==> config.mk <==
export PLATFORM = sky130hd
export DESIGN_NAME = piso_serializer_flat
export DESIGN_NICKNAME = d
export VERILOG_FILES = /design/src/rtl/piso_serializer_if.sv /design/src/rtl/piso_serializer.sv /design/src/flat_wrapper.sv
export SDC_FILE = /design/constraint.sdc
export NUM_CORES = 1
export LEC_CHECK = 0
export BUFFER_PORTS_ARGS = -buffer_cell sky130_fd_sc_hd__buf_2
export CAP_MARGIN = 20
export CORE_AREA = 2 2 39 41
export DETAILED_ROUTE_END_ITERATION = 10
export DIE_AREA = 0 0 41 43
export PLACE_DENSITY = 0.61
export SYNTH_ARGS = -nofsm -noshare
export SYNTH_HDL_FRONTEND = slang
export SYNTH_SLANG_ARGS = --single-unit
==> constraint.sdc <==
create_clock -name clk -period 1.2 [get_ports clk]
set_input_delay 0.24 -clock clk [delete_from_list [all_inputs] [get_ports clk]]
set_output_delay 0.24 -clock clk [all_outputs]
set_load 0.01 [all_outputs]
==> src/rtl/piso_serializer_if.sv <==
// Load handshake and serial output bundle for piso_serializer.
// The master drives the parallel load side; the slave is the serializer itself.
interface piso_serializer_if #(
    parameter int WIDTH = 4
);
    logic             load_valid;
    logic             load_ready;
    logic [WIDTH-1:0] din;
    logic             sout;
    logic             sout_valid;
    logic             busy;
    logic             done;

    modport master (
        output load_valid,
        output din,
        input  load_ready,
        input  sout,
        input  sout_valid,
        input  busy,
        input  done
    );

    modport slave (
        input  load_valid,
        input  din,
        output load_ready,
        output sout,
        output sout_valid,
        output busy,
        output done
    );
endinterface

==> src/rtl/piso_serializer.sv <==
// Parallel-in/serial-out transmitter, one bit per clock, valid/ready load with back-to-back frames.
// Define PISO_SERIALIZER_PARITY_EN to append an even-parity bit after each data word.
module piso_serializer #(
    parameter int WIDTH     = 4,
    parameter bit MSB_FIRST = 1'b1
) (
    input  logic                   clk,
    input  logic                   rst,
    piso_serializer_if.slave       bus
);
    localparam int CW = $clog2(WIDTH) + 1;

    typedef enum logic [1:0] {
        IDLE   = 2'd0,
        SHIFT  = 2'd1
`ifdef PISO_SERIALIZER_PARITY_EN
        ,
        PARITY = 2'd2
`endif
    } state_t;

    state_t           state_r;
    state_t           state_s;
    logic [WIDTH-1:0] shreg_r;
    logic [WIDTH-1:0] shreg_s;
    logic [CW-1:0]    cnt_r;
    logic [CW-1:0]    cnt_s;
    logic             last_bit_s;
    logic             final_cycle_s;
    logic             accept_s;
    logic             data_bit_s;
    logic [WIDTH-1:0] shifted_s;

`ifdef PISO_SERIALIZER_PARITY_EN
    logic             par_r;
    logic             par_s;

    function automatic logic even_parity(input logic [WIDTH-1:0] word);
        return ^word;
    endfunction
`endif

    assign last_bit_s = (state_r == SHIFT) && (cnt_r == CW'(WIDTH - 1));
    assign data_bit_s = MSB_FIRST ? shreg_r[WIDTH-1] : shreg_r[0];
    assign shifted_s  = MSB_FIRST ? {shreg_r[WIDTH-2:0], 1'b0} : {1'b0, shreg_r[WIDTH-1:1]};

`ifdef PISO_SERIALIZER_PARITY_EN
    assign final_cycle_s = (state_r == PARITY);
`else
    assign final_cycle_s = last_bit_s;
`endif

    // Outputs depend only on registered state, so reset clears them without a clock edge.
    assign bus.load_ready = (state_r == IDLE) || final_cycle_s;
    assign bus.sout_valid = (state_r != IDLE);
    assign bus.busy       = (state_r != IDLE);
    assign bus.done       = final_cycle_s;
    assign accept_s       = bus.load_valid && bus.load_ready;

`ifdef PISO_SERIALIZER_PARITY_EN
    assign bus.sout = (state_r == SHIFT) ? data_bit_s : ((state_r == PARITY) ? par_r : 1'b0);
`else
    assign bus.sout = (state_r == SHIFT) ? data_bit_s : 1'b0;
`endif

    // State, shift register and bit counter update.
    always_ff @(posedge clk or posedge rst) begin
        if (rst) begin
            state_r <= IDLE;
            shreg_r <= {WIDTH{1'b0}};
            cnt_r   <= {CW{1'b0}};
`ifdef PISO_SERIALIZER_PARITY_EN
            par_r   <= 1'b0;
`endif
        end else begin
            state_r <= state_s;
            shreg_r <= shreg_s;
            cnt_r   <= cnt_s;
`ifdef PISO_SERIALIZER_PARITY_EN
            par_r   <= par_s;
`endif
        end
    end

    // Next-state logic: an accepted load always restarts a frame from the new word.
    always_comb begin
        state_s = state_r;
        shreg_s = shreg_r;
        cnt_s   = cnt_r;
`ifdef PISO_SERIALIZER_PARITY_EN
        par_s   = par_r;
`endif
        case (state_r)
            IDLE: begin
                if (accept_s) begin
                    state_s = SHIFT;
                    shreg_s = bus.din;
                    cnt_s   = {CW{1'b0}};
`ifdef PISO_SERIALIZER_PARITY_EN
                    par_s   = even_parity(bus.din);
`endif
                end else begin
                    state_s = IDLE;
                end
            end
            SHIFT: begin
                if (last_bit_s) begin
`ifdef PISO_SERIALIZER_PARITY_EN
                    state_s = PARITY;
                    shreg_s = shifted_s;
                    cnt_s   = {CW{1'b0}};
`else
                    if (accept_s) begin
                        state_s = SHIFT;
                        shreg_s = bus.din;
                        cnt_s   = {CW{1'b0}};
                    end else begin
                        state_s = IDLE;
                        shreg_s = shifted_s;
                        cnt_s   = {CW{1'b0}};
                    end
`endif
                end else begin
                    shreg_s = shifted_s;
                    cnt_s   = cnt_r + CW'(1);
                end
            end
`ifdef PISO_SERIALIZER_PARITY_EN
            PARITY: begin
                if (accept_s) begin
                    state_s = SHIFT;
                    shreg_s = bus.din;
                    cnt_s   = {CW{1'b0}};
                    par_s   = even_parity(bus.din);
                end else begin
                    state_s = IDLE;
                end
            end
`endif
            default: begin
                state_s = IDLE;
                shreg_s = {WIDTH{1'b0}};
                cnt_s   = {CW{1'b0}};
            end
        endcase
    end
endmodule

==> src/flat_wrapper.sv <==
// flat-port wrapper written by rule: the top's interface ports become plain ports
module piso_serializer_flat 
#(
    parameter int WIDTH     = 4,
    parameter bit MSB_FIRST = 1'b1
)
  (clk, rst, bus_load_valid, bus_din, bus_load_ready, bus_sout, bus_sout_valid, bus_busy, bus_done);
  piso_serializer_if #(.WIDTH(WIDTH)) bus_i ();
  input  logic clk;
  input  logic rst;
  input wire logic [$bits(bus_i.load_valid)-1:0] bus_load_valid;
  input wire logic [$bits(bus_i.din)-1:0] bus_din;
  output wire logic [$bits(bus_i.load_ready)-1:0] bus_load_ready;
  output wire logic [$bits(bus_i.sout)-1:0] bus_sout;
  output wire logic [$bits(bus_i.sout_valid)-1:0] bus_sout_valid;
  output wire logic [$bits(bus_i.busy)-1:0] bus_busy;
  output wire logic [$bits(bus_i.done)-1:0] bus_done;
  assign bus_i.load_valid = bus_load_valid;
  assign bus_i.din = bus_din;
  assign bus_load_ready = bus_i.load_ready;
  assign bus_sout = bus_i.sout;
  assign bus_sout_valid = bus_i.sout_valid;
  assign bus_busy = bus_i.busy;
  assign bus_done = bus_i.done;
  piso_serializer #(.WIDTH(WIDTH), .MSB_FIRST(MSB_FIRST)) u_core (.clk(clk), .rst(rst), .bus(bus_i));
endmodule
==> results_dict.tcl <==
set metrics [dict create \
    insertion_delay_ns 0.27 \
    fin_cells 78 \
    drc 0 \
    synth_edf_count 0 \
    path_depth 4 \
    ctsLongestPathBuffers 2 \
    rows 14 \
    slew_headroom_pct 79.1 \
    end_kind "output pin" \
    finalCritPeriodShare_pct 111 \
    pre_cts_ws_ns -0.0338 \
    internal_power_uw 917 \
    timing.rr.end "u_core.shreg_r[1]" \
    ctsHtreeMaxLevel 1 \
    grt_antenna_before_repair 0 \
    maxCapViolations 0 \
    cpLargestDelayFamily "flip-flops" \
    cp_cell_sequence "ha_4, nand2b_4, nor2_2, buf_2" \
    power.leakage_nw 0.315 \
    grt_pass1_vias 342 \
    yosysWarnings 0 \
    postLayoutSetupSlackWorst_ns -0.135 \
    cts_tree "built" \
    crit_fanout 3 \
    nets 72 \
    p_per_area_mw_per_mm2 2210 \
    crit_slowest_cell "dfrtp_1" \
    max_stage_delay_ns 0.40 \
    finalWirelength_um 904 \
    rsz0062_at_grt "yes" \
    r2r_cells 4 \
    die_w_um 41 \
    drt_iter0_markers 9 \
    grt_usage_pct 12.0 \
    synthDistinctLibCells 17 \
    tns_ns -0.388 \
    synth-seq-area-share_pct 48.5 \
    avgSynthCellArea_um2 10.3 \
    boundaryPins 12 \
    core_mm2 0.00138 \
    synth_ff_type "dfrtp_1" \
    yosysTopAreaCellShare_pct 48.5 \
    port_buffers 11 \
    fin_crit_ns 1.34 \
    worstReg2RegStart "u_core.cnt_r[0]" \
    power_mw 1.37 \
    syn-num-nets 48 \
    placedInstanceArea_um2 504 \
    dpl.hpwl_um 646 \
    grt_pass1_wl_mm 1.39 \
    synth_area_um2 413 \
    synth_top_area_cell "dfrtp_1" \
    p_clk_share_pct 15.3 \
    placed_cells 69 \
    antenna_left 0 \
    crit_path_start_kind "flop" \
    cts_buffers 3 \
    final_core_util_pct 44.9 \
    p_comb_share_pct 52.7 \
    cts-root-buf "clkbuf_4" \
    worstMarginPinSlew_ns 0.314 \
    syn-instance-count 40 \
    die-area_mm2 0.00176 \
    endpoint "bus_done" \
    worst_ep_required_time_ns 0.96 \
    final_area_um2 622 \
    wl_per_cell_um 11.6 \
    drive_above_1_share_pct 50.0 \
    fin_skew_ns 0.0125 \
    reg2reg_slack_ns -0.05 \
    fmax_mhz 749 \
    die_y_um 43 \
    ys_seq_elements 8 \
    yosysMostFrequentCell "dfrtp_1" \
    crit_start "u_core.cnt_r[0]" \
    yosys-top-cells-count "dfrtp_1 (8), nor2_1 (5), mux2i_1 (4), nand2_1 (4)" \
    power_switching_uw 456 \
    synthTopCellsByArea "dfrtp_1 (48%), mux2i_1 (9.7%), a221o_1 (7.3%)" \
    failed_checks "setup timing" \
    synthArstFlopShare_pct 100 \
    critPathArrivalTime_ns 1.10 \
    cts_sinks 8 \
    start_util_pct 29.8 \
    finalWeightedCongestion 0.740 \
    overflow 0 \
    timing.hold.ws_ns 0.214 \
    grt_max_degree 9 \
    antenna_cells 0 \
    via_count 376 \
    hold_viol 0 \
    seqPwrFrac_pct 32.0 \
    finalMaxSlewViolations 0 \
    path_class "reg2out" \
    p_sw_share_pct 33.2 \
    crit_buf_inv 1 \
    min_path_type "in2reg" \
    status "finished with violations" \
    cts.reportedPaths.clkPinSlew_ns 0.06 \
    viasPerCell 4.82 \
    ir_drop_uv 747 \
    first_pass_iters 4 \
    area_growth_pct 50.6 \
    setup_viol 6 \
]
==> what timing repair did <==
item	4_1_cts	5_1_grt
setup buffers	1	4
resized for setup	4	3
setup endpoints to repair	6	7
pin swaps	1	2
endpoints found under the hold margin	8	0
hold buffers	1	0
==> power groups by stage <==
stage | clock, mW | combinational (mW) | sequential [mW]
detailed placement | 0 | 0.504 | 0.427
CTS | 0.211 | 0.584 | 0.425
global placement | 0 | 0.492 | 0.421
finish | 0.210 | 0.724 | 0.440
floorplan | 0 | 0.317 | 0.412
global route | 0.225 | 0.804 | 0.452
==> state kept, by name, summed over array words and instances, names as in the netlist <==
signal and flops:
u_core.shreg_r 4, u_core.cnt_r 3, u_core.state_r 1
==> logic make-up (layout without fill, tap and decap cells) <==
family          count (synthesis)  in the layout  synth area share, %
mux                             4              4                 9.70
fa+ha+maj                       1              1                 3.03
simple gates                   13             13                 15.8
flops                           8              8                 48.5
buf+inv                         6             28                 8.48
compound gates                  8              8                 14.5
==> cell type report <==
type,instances,area [um2]
Timing Repair Buffer,22,159
Clock buffer,3,22.5
Multi-Input combinational cell,26,208
Fill cell,136,762
Tap cell,16,20.0
Sequential cell,8,201
Inverter,3,11.3
==> placed cells by master, fill, tap and decap left out, types with 2 or more instances in the layout <==
cell type   n
a221o_1     3
buf_2      10
buf_4       9
clkbuf_4    3
dfrtp_1     7
inv_1       3
mux2i_1     4
nand2_1     3
nor2_1      4
nor2_2      2
o21ai_0     3
==> per-layer routing <==
| metal | wire length [um] | global-route usage, % | share of wire [%] |
|---|---|---|---|
| met4 | 46 | 6.00 | 5.1 |
| met1 | 377 | 13.9 | 42 |
| met5 | 0 | 0 | 0 |
| met3 | 63 | 6.28 | 7.0 |
| met2 | 417 | 17.5 | 46 |
==> worst min path at each step <==
stage | start | endpoint | slack, ns | depth (start not counted)
finish | bus_din[3] | u_core.shreg_r[3] | 0.21 | 2
global route | bus_din[3] | u_core.shreg_r[3] | 0.23 | 2
CTS | bus_din[3] | u_core.shreg_r[3] | 0.22 | 2
detailed placement | rst | u_core.shreg_r[1] | 0.20 | 2
global placement | rst | u_core.shreg_r[1] | 0.20 | 2
floorplan | rst | u_core.cnt_r[0] | 0.06 | 1
Power figures use the tool's default switching activity.
